### config.mk
export PLATFORM = sky130hd
export DESIGN_NAME = instr_fetch_unit_flat
export DESIGN_NICKNAME = d
export VERILOG_FILES = /design/src/rtl/instr_fetch_unit_pkg.sv /design/src/rtl/instr_fetch_unit_if.sv /design/src/rtl/instr_fetch_unit_fetch_timeout_counter.sv /design/src/rtl/instr_fetch_unit.sv /design/src/flat_wrapper.sv
export SDC_FILE = /design/constraint.sdc
export NUM_CORES = 1
export LEC_CHECK = 0
export BUFFER_PORTS_ARGS = -buffer_cell sky130_fd_sc_hd__buf_2
export CAP_MARGIN = 5
export CORE_UTILIZATION = 35
export DETAILED_ROUTE_END_ITERATION = 12
export PLACE_DENSITY = 0.59
export SLEW_MARGIN = 20
export SYNTH_ARGS = -nofsm -noshare
export SYNTH_HDL_FRONTEND = slang
export SYNTH_SLANG_ARGS = --single-unit
### constraint.sdc
create_clock -name clock -period 2.55 [get_ports clock]
set_input_delay 0.51 -clock clock [delete_from_list [all_inputs] [get_ports clock]]
set_output_delay 0.51 -clock clock [all_outputs]
set_load 0.1 [all_outputs]
### src/rtl/instr_fetch_unit_pkg.sv
// Shared types and constants for the instruction fetch unit.
// Latency: n/a (declarations only).
// Backpressure: n/a.
package instr_fetch_unit_pkg;

    localparam int INSTR_W = 16;

    // Bit of the microcode word that marks end-of-instruction.
    localparam int MC_END_BIT = 22;

    // Instruction word that parks the unit in HALTED.
    localparam logic [INSTR_W-1:0] DEF_HALT_OPCODE = 16'hF000;

    typedef enum logic [2:0] {
        ST_IDLE   = 3'd0,
        ST_FETCH  = 3'd1,
        ST_DECODE = 3'd2,
        ST_EXEC   = 3'd3,
        ST_HALTED = 3'd4
    } state_e;

endpackage

### src/rtl/instr_fetch_unit_if.sv
// Fetch-unit handshake bundle: memory fetch handshake, execution-stage controls, status.
// Latency: n/a (wires only).
// Backpressure: fetch_req held until fetch_ack; exec_run held until mc_end.
interface instr_fetch_unit_if
    import instr_fetch_unit_pkg::*;
#(
    parameter int RETIRE_W = 16
) ();
    logic               run;
    logic [INSTR_W-1:0] bus;
    logic               fetch_ack;
    logic               mc_end;
    logic [INSTR_W-1:0] instruction;
    logic               fetch_req;
    logic               pc_out;
    logic               pc_inc;
    logic               exec_run;
    logic               halted;
    logic               fault;
    logic [RETIRE_W-1:0] retired;

    // Fetch unit side.
    modport master (
        input  run, bus, fetch_ack, mc_end,
        output instruction, fetch_req, pc_out, pc_inc, exec_run, halted, fault, retired
    );

    // Memory path / execution stage / control side.
    modport slave (
        output run, bus, fetch_ack, mc_end,
        input  instruction, fetch_req, pc_out, pc_inc, exec_run, halted, fault, retired
    );
endinterface

### src/rtl/instr_fetch_unit_fetch_timeout_counter.sv
// Loadable up-counter timing a pending fetch; flags the last allowed cycle.
// Latency: count updates one cycle after inc_i; term_o is a decode of the current count.
// Backpressure: none; clear has priority over load, load over increment.
module fetch_timeout_counter #(
    parameter int FETCH_TIMEOUT = 16,
    parameter int CNT_W         = $clog2(FETCH_TIMEOUT + 1)
) (
    input  logic             clock,
    input  logic             reset,
    input  logic             clr_i,
    input  logic             inc_i,
    input  logic             load_i,
    input  logic [CNT_W-1:0] load_val_i,
    output logic             term_o
);

    logic [CNT_W-1:0] cnt_q;
    logic [CNT_W-1:0] cnt_d;

    // Next count: clear wins, then load, then increment.
    always_comb begin
        cnt_d = cnt_q;
        if (clr_i) begin
            cnt_d = '0;
        end else if (load_i) begin
            cnt_d = load_val_i;
        end else if (inc_i) begin
            cnt_d = cnt_q + CNT_W'(1);
        end
    end

    // Count register, cleared asynchronously by reset.
    always_ff @(posedge clock or posedge reset) begin
        if (reset) begin
            cnt_q <= '0;
        end else begin
            cnt_q <= cnt_d;
        end
    end

    // Terminal when the last cycle before the fault has been reached.
    assign term_o = (cnt_q == CNT_W'(FETCH_TIMEOUT - 1));

endmodule

### src/rtl/instr_fetch_unit.sv
// Fetches 16-bit instruction words and holds them while the execution stage runs microcode.
// Latency: min 3-cycle instruction period (FETCH with immediate ack, DECODE, one EXEC cycle).
// Backpressure: fetch_req held until fetch_ack or timeout; EXEC held until mc_end.
module instr_fetch_unit
    import instr_fetch_unit_pkg::*;
#(
    parameter int                 FETCH_TIMEOUT = 16,
    parameter logic [INSTR_W-1:0] HALT_OPCODE   = DEF_HALT_OPCODE,
    parameter int                 RETIRE_W      = 16
) (
    input  logic                  clock,
    input  logic                  reset,
    instr_fetch_unit_if.master    ifc
);

    localparam int CNT_W = $clog2(FETCH_TIMEOUT + 1);

    state_e              state_q, state_d;
    logic [INSTR_W-1:0]  instr_q, instr_d;
    logic                fault_q, fault_d;
    logic [RETIRE_W-1:0] retired_q, retired_d;
    logic                run_prev_q;

    logic                fetch_req_q;
    logic                pc_inc_q;
    logic                exec_run_q;
    logic                halted_q;

    logic                cnt_clr;
    logic                cnt_inc;
    logic                cnt_term;

    fetch_timeout_counter #(
        .FETCH_TIMEOUT (FETCH_TIMEOUT),
        .CNT_W         (CNT_W)
    ) u_timeout (
        .clock      (clock),
        .reset      (reset),
        .clr_i      (cnt_clr),
        .inc_i      (cnt_inc),
        .load_i     (1'b0),
        .load_val_i ({CNT_W{1'b0}}),
        .term_o     (cnt_term)
    );

    // Next-state, instruction capture, fault and retire bookkeeping.
    always_comb begin
        state_d   = state_q;
        instr_d   = instr_q;
        fault_d   = fault_q;
        retired_d = retired_q;
        cnt_clr   = 1'b1;
        cnt_inc   = 1'b0;
        case (state_q)
            ST_IDLE: begin
                if (ifc.run) begin
                    state_d = ST_FETCH;
                end
            end
            ST_FETCH: begin
                // Ack beats timeout when both land in the same cycle.
                if (ifc.fetch_ack) begin
                    instr_d = ifc.bus;
                    state_d = ST_DECODE;
                end else if (cnt_term) begin
                    fault_d = 1'b1;
                    state_d = ST_HALTED;
                end else begin
                    cnt_clr = 1'b0;
                    cnt_inc = 1'b1;
                end
            end
            ST_DECODE: begin
                state_d = (instr_q == HALT_OPCODE) ? ST_HALTED : ST_EXEC;
            end
            ST_EXEC: begin
                if (ifc.mc_end) begin
                    retired_d = retired_q + RETIRE_W'(1);
                    state_d   = ifc.run ? ST_FETCH : ST_IDLE;
                end
            end
            ST_HALTED: begin
                // Only a fresh run rising edge restarts; a held run does not.
                if (ifc.run && !run_prev_q) begin
                    state_d = ST_FETCH;
                end
            end
            default: begin
                state_d = ST_IDLE;
            end
        endcase
    end

    // State, datapath and outputs; outputs are registered decodes of the next state.
    always_ff @(posedge clock or posedge reset) begin
        if (reset) begin
            state_q     <= ST_IDLE;
            instr_q     <= '0;
            fault_q     <= 1'b0;
            retired_q   <= '0;
            run_prev_q  <= 1'b0;
            fetch_req_q <= 1'b0;
            pc_inc_q    <= 1'b0;
            exec_run_q  <= 1'b0;
            halted_q    <= 1'b0;
        end else begin
            state_q     <= state_d;
            instr_q     <= instr_d;
            fault_q     <= fault_d;
            retired_q   <= retired_d;
            run_prev_q  <= ifc.run;
            fetch_req_q <= (state_d == ST_FETCH);
            pc_inc_q    <= (state_d == ST_DECODE);
            exec_run_q  <= (state_d == ST_EXEC);
            halted_q    <= (state_d == ST_HALTED);
        end
    end

    assign ifc.instruction = instr_q;
    assign ifc.fetch_req   = fetch_req_q;
    assign ifc.pc_out      = fetch_req_q;
    assign ifc.pc_inc      = pc_inc_q;
    assign ifc.exec_run    = exec_run_q;
    assign ifc.halted      = halted_q;
    assign ifc.fault       = fault_q;
    assign ifc.retired     = retired_q;

endmodule

### src/flat_wrapper.sv
// flat-port wrapper written by rule: the top's interface ports become plain ports
module instr_fetch_unit_flat import instr_fetch_unit_pkg::*;
#(
    parameter int                 FETCH_TIMEOUT = 16,
    parameter logic [INSTR_W-1:0] HALT_OPCODE   = DEF_HALT_OPCODE,
    parameter int                 RETIRE_W      = 16
)
  (clock, reset, ifc_run, ifc_bus, ifc_fetch_ack, ifc_mc_end, ifc_instruction, ifc_fetch_req, ifc_pc_out, ifc_pc_inc, ifc_exec_run, ifc_halted, ifc_fault, ifc_retired);
  instr_fetch_unit_if #(.RETIRE_W(RETIRE_W)) ifc_i ();
  input  logic clock;
  input  logic reset;
  input wire logic [$bits(ifc_i.run)-1:0] ifc_run;
  input wire logic [$bits(ifc_i.bus)-1:0] ifc_bus;
  input wire logic [$bits(ifc_i.fetch_ack)-1:0] ifc_fetch_ack;
  input wire logic [$bits(ifc_i.mc_end)-1:0] ifc_mc_end;
  output wire logic [$bits(ifc_i.instruction)-1:0] ifc_instruction;
  output wire logic [$bits(ifc_i.fetch_req)-1:0] ifc_fetch_req;
  output wire logic [$bits(ifc_i.pc_out)-1:0] ifc_pc_out;
  output wire logic [$bits(ifc_i.pc_inc)-1:0] ifc_pc_inc;
  output wire logic [$bits(ifc_i.exec_run)-1:0] ifc_exec_run;
  output wire logic [$bits(ifc_i.halted)-1:0] ifc_halted;
  output wire logic [$bits(ifc_i.fault)-1:0] ifc_fault;
  output wire logic [$bits(ifc_i.retired)-1:0] ifc_retired;
  assign ifc_i.run = ifc_run;
  assign ifc_i.bus = ifc_bus;
  assign ifc_i.fetch_ack = ifc_fetch_ack;
  assign ifc_i.mc_end = ifc_mc_end;
  assign ifc_instruction = ifc_i.instruction;
  assign ifc_fetch_req = ifc_i.fetch_req;
  assign ifc_pc_out = ifc_i.pc_out;
  assign ifc_pc_inc = ifc_i.pc_inc;
  assign ifc_exec_run = ifc_i.exec_run;
  assign ifc_halted = ifc_i.halted;
  assign ifc_fault = ifc_i.fault;
  assign ifc_retired = ifc_i.retired;
  instr_fetch_unit #(.FETCH_TIMEOUT(FETCH_TIMEOUT), .HALT_OPCODE(HALT_OPCODE), .RETIRE_W(RETIRE_W)) u_core (.clock(clock), .reset(reset), .ifc(ifc_i));
endmodule
### After elaboration in Yosys (flattened, before gate mapping)

Cells that the tools add are included.

* add/sub/neg operators: 2
* multipliers: 0
* div/mod/pow operators: 0
* order comparisons: 0
* equal/unequal tests: 10
* shift operators: 0
* multiplexer cells: 16
* bitwise gates (word level): 1
* reductions and logical operators: 7

Operator list (number)
* 3-bit two-way mux: 6
* 16-bit by 1-bit adder with 16-bit output, second input constant: 1
* 16-bit == test, second input constant: 1
* 3-bit one-hot mux with 5 select lines: 1
* 3-bit by 2-bit == test with 1-bit output, second input constant: 4
* 5-bit two-way mux: 2
* 1-bit two-way mux: 7
* 3-bit by 1-bit == test with 1-bit output, second input constant: 2
* 3-bit == test, second input constant: 2
* 5-bit by 1-bit adder with 5-bit output, second input constant: 1
* 5-bit by 4-bit == test with 1-bit output, second input constant: 1
* 2-bit AND reduction: 2
* 3-bit zero test: 1
* 3-bit AND reduction: 1
* 2-bit nonzero test: 1
* 1-bit logical AND: 1
* 1-bit zero test: 1
* 1-bit NOT: 1

* register bits: 46
* bits in latches: 0
* memory bits (writable): 0
* memory bits (read-only): 0
* bits of input ports: 21
* output and inout port bits: 38
* word-level logic and storage cells: 46
* memories: 0

### Longest topological paths before layout

* word-level depth: 6
* mapped depth: 6
* depth with buffers taken out: 6

### Modules after synthesis

A second synthesis with hierarchy kept.

* cells, all modules: 170
* area total of the unflattened synthesis: 2143.3 µm²

By module, submodules not included
* instr_fetch_unit: times used 1, cells each 139, area an instance 1841.8 µm², sequential area each 1026.0 µm²
* fetch_timeout_counter: times used 1, cells each 31, area an instance 301.5 µm², sequential area each 125.1 µm²

### Worst setup path before layout

Ideal clock, no wire load.

* path type: reg2reg
* start point: reg u_core.instr_q[15] (netlist: u_core.ifc.instruction[15])
* end point: reg u_core.halted_q (netlist: u_core.ifc.halted)
* library setup time: 0.083 ns
* arrival time: 1.954 ns
* required time: 2.467 ns
* slack: 0.513 ns
* stages on the path, launching flop included: 5
* buffers on the path: 0
* period minus slack after synthesis: 2.037 ns
* cell sequence: dfrtp_1 nand4_1 or3_1 or4_1 o21ai_0

* word-level cells in the longest chain between the ends: 4

RTL lines
* start, declared: RTL line instr_fetch_unit.sv:19 `logic [INSTR_W-1:0] instr_q, instr_d;`
* start signal, assigned: RTL line instr_fetch_unit.sv:108 `instr_q <= instr_d;`
* 16-bit == test: RTL line instr_fetch_unit.sv:74 `state_d = (instr_q == HALT_OPCODE) ? ST_HALTED : ST_EXEC;`
* 3-bit two-way mux: RTL line instr_fetch_unit.sv:74
* 3-bit one-hot mux with 5 select lines: RTL line instr_fetch_unit.sv:54 `case (state_q)`
* 3-bit == test: RTL line instr_fetch_unit.sv:115 `halted_q <= (state_d == ST_HALTED);`
* end signal, assigned: RTL line instr_fetch_unit.sv:115
* end, declared: RTL line instr_fetch_unit.sv:27 `logic halted_q;`

Every way passes these cells.
A chain may end at the register's enable or synchronous reset.

### Worst setup path after layout

* start point: reg u_core.retired_q[2] (netlist: u_core.ifc.retired[2])
* end point: out ifc_retired[2]

RTL lines
* start, declared: RTL line instr_fetch_unit.sv:21 `logic [RETIRE_W-1:0] retired_q, retired_d;`
* start signal, assigned: RTL line instr_fetch_unit.sv:110 `retired_q <= retired_d;`
* end, declared: RTL line flat_wrapper.sv:23 `output wire logic [$bits(ifc_i.retired)-1:0] ifc_retired;`

No word-level cell between the ends.

==> metrics <==
status=finished clean; DRC Markers=0; Worst Skew=0.00371 ns; Levels on crit path=1; fmax=around 570 MHz; Slew HR=66.8%; Setup-failing EPs final=0; fill count=515; commonest cells in the netlist=46 x dfrtp_1, 17 x mux2_2, 9 x xnor2_1; M3 GR Usage=4.55%; Iter 0 DRT Violations=73; share of the synthesized area in the top cell type=59.6%; core area=0.00520 mm2; CTS Hold Bufs=0; mapped cell area=0.00193 mm2; layout cell share with drive strength beyond 1=42.5%; register area share after synthesis=about three fifths; synth warn=0; number of synthesized flops with an enable pin=0; Yosys cell types=31; Die ar.=0.00582 mm2; RSZ-0062 raised after global routing=no; CP max stage delay=0.48 ns; final period utilization=between 60% and 70%; Syn-to-layout area delta=25.1%; GR Util met2=a little over a fifth; Startpoint Class=register; syn avg cell area=13.0 um2; latest clock arrival within the worst-skew pair=~0.3 ns; met1 Track Usage GR=18.4%; Die H=76.3 um; clk sinks=46; width of the die=76.3 um; CTS max path bufs=2; vias in the first global route=1407; worst hold slack=between 0.2 and 0.25 ns; final WL=around 3600 um; Starting Density=37.1%; Routed wire per std cell=12.8 um; total gr overflow=0; Cells after Synth=approximately 150; Top FF cell, synth=dfrtp_1; port bufs=just under 60; critical path's top delay family=flip-flops; MaxCap Viol Count=0; Slew Limit Fails=0; DR vias=between 1k and 1.5k; final core occ=46.4%; Routed Antenna Nets=0; Final Hold Violating Endpoints=0; Reg clk slew, reported paths=0.09 ns; Post-DP HPWL=about 2700 um; final setup TNS=0 ns; post-synth net total=173; final RePlAce weighted congestion=0.710; Yosys reg bits=between 40 and 50; crit-path max FO=6; pin count of the biggest net entering global routing=25; diode count=0; Vias per Instance=4.73; Post-synth ARST share=100%; Post-CTS Setup Repair Bufs=0; CTS Root Cell=clkbuf_8; GRT Total Usage=13.6%; R2R cell count=6; critical path's slowest cell=dfrtp_1; Worst Setup End Kind=output pin; Worst Tran Pin Value=0.498 ns; # IOs=59; DR pass1 iterations=4; Post-CTS Resized=0; cell taking the most area after synthesis=dfrtp_1; Worst EP arrival=1.25 ns; pre-CTS WS=0.847 ns; H-tree levels=2; post-route minimum period=1.76 ns; gr busiest metal=met2; top cells by area, synth=dfrtp_1 60%, mux2_2 9.9%, xnor2_1 4.1%; worst path cell trace=buf_2; CTS buffer count=5; initial antenna violation count=0; PnR worst setup slack=about 0.79 ns; CP Buf/Inv Count=1; nets=between 200 and 250; most frequent cell after synthesis=dfrtp_1; HP Class=input pin to asynchronous set/reset pin; first-pass GRT wire length=~6400 um; Row Count=26; kind of critical path=register to output pin; required time of the critical path=2.04 ns; CTS tree=built
state kept, by name (all words and copies together), names as in the netlist:
register / cells
u_core.ifc.exec_run: 1
u_core.state_q: 3
u_core.u_timeout.cnt_q: 5
u_core.ifc.fault: 1
u_core.ifc.instruction: 16
u_core.run_prev_q: 1
u_core.ifc.retired: 16
u_core.ifc.halted: 1
u_core.ifc.fetch_req: 1
u_core.ifc.pc_inc: 1
metal layers:
metal	vias up	part of all wire, %
met2	54	43
li1	649	-
met3	5	7.5
met5	-	0
met4	0	0.77
met1	635	49
cell families (layout without fill, tap and decap cells):
logic type                 count (synthesis)  in the layout  share of synthesized area [%]
and+or+nand+nor                           49             49                           15.6
DFF                                       46             46                           59.6
xor gates and xnor gates                  17             17                           7.71
muxes                                     17             17                           9.91
buffers and inverters                      9             74                           2.72
AOI/OAI and AO/OA                          8              8                           2.53
adders and majority gates                  3              3                           1.94
cell type report:
cell class | count | area, um2 | share of cell area [%]
clock inverter | 3 | 43.8 | 1.81
timing repair buffer | 61 | 313 | 12.9
tap | 70 | 87.6 | 3.63
multi-input combinational | 94 | 733 | 30.3
clock buffer | 5 | 68.8 | 2.85
sequential | 46 | 1150 | 47.6
inverter | 5 | 18.8 | 0.777
through the flow:
stage | cells | instance area [um2]
floorplan | 149 | 1930
global placement | 276 | 2300
detailed placement | 276 | 2300
CTS | 284 | 2420
global route | 284 | 2420
finish | 284 | 2420
cells in the final DEF (no fill, tap or decap), drive strengths merged, types with 4 or more instances in the layout:
cell type	n
dfrtp	46
nand2	7
and4	4
clkbuf	5
nand3	7
nand2b	5
buf	61
mux2	17
inv	6
xnor2	9
nor2	7
xor2	8
worst paths after layout:
path                                                    endpoint  slack (ns)                                   from
setup reg to reg                     u_core.state_q[2]$_DFF_PP0_        0.94  u_core.u_timeout.cnt_q[0]$_DFFE_PP0P_
hold / removal             u_core.u_timeout.cnt_q[0]$_DFFE_PP0P_        0.23                                  reset
min in group clock                   u_core.run_prev_q$_DFF_PP0_        0.35                                ifc_run
hold reg to reg                     u_core.ifc.fault$_DFFE_PP0P_        0.46           u_core.ifc.fault$_DFFE_PP0P_
setup / recovery                                  ifc_retired[2]        0.79      u_core.ifc.retired[2]$_DFFE_PP0P_
max in group asynchronous      u_core.ifc.retired[5]$_DFFE_PP0P_        1.76                                  reset
Power is left out: the tool's default activity adds up to more than one toggle a clock period on the data nets, which glitch-free logic cannot reach.
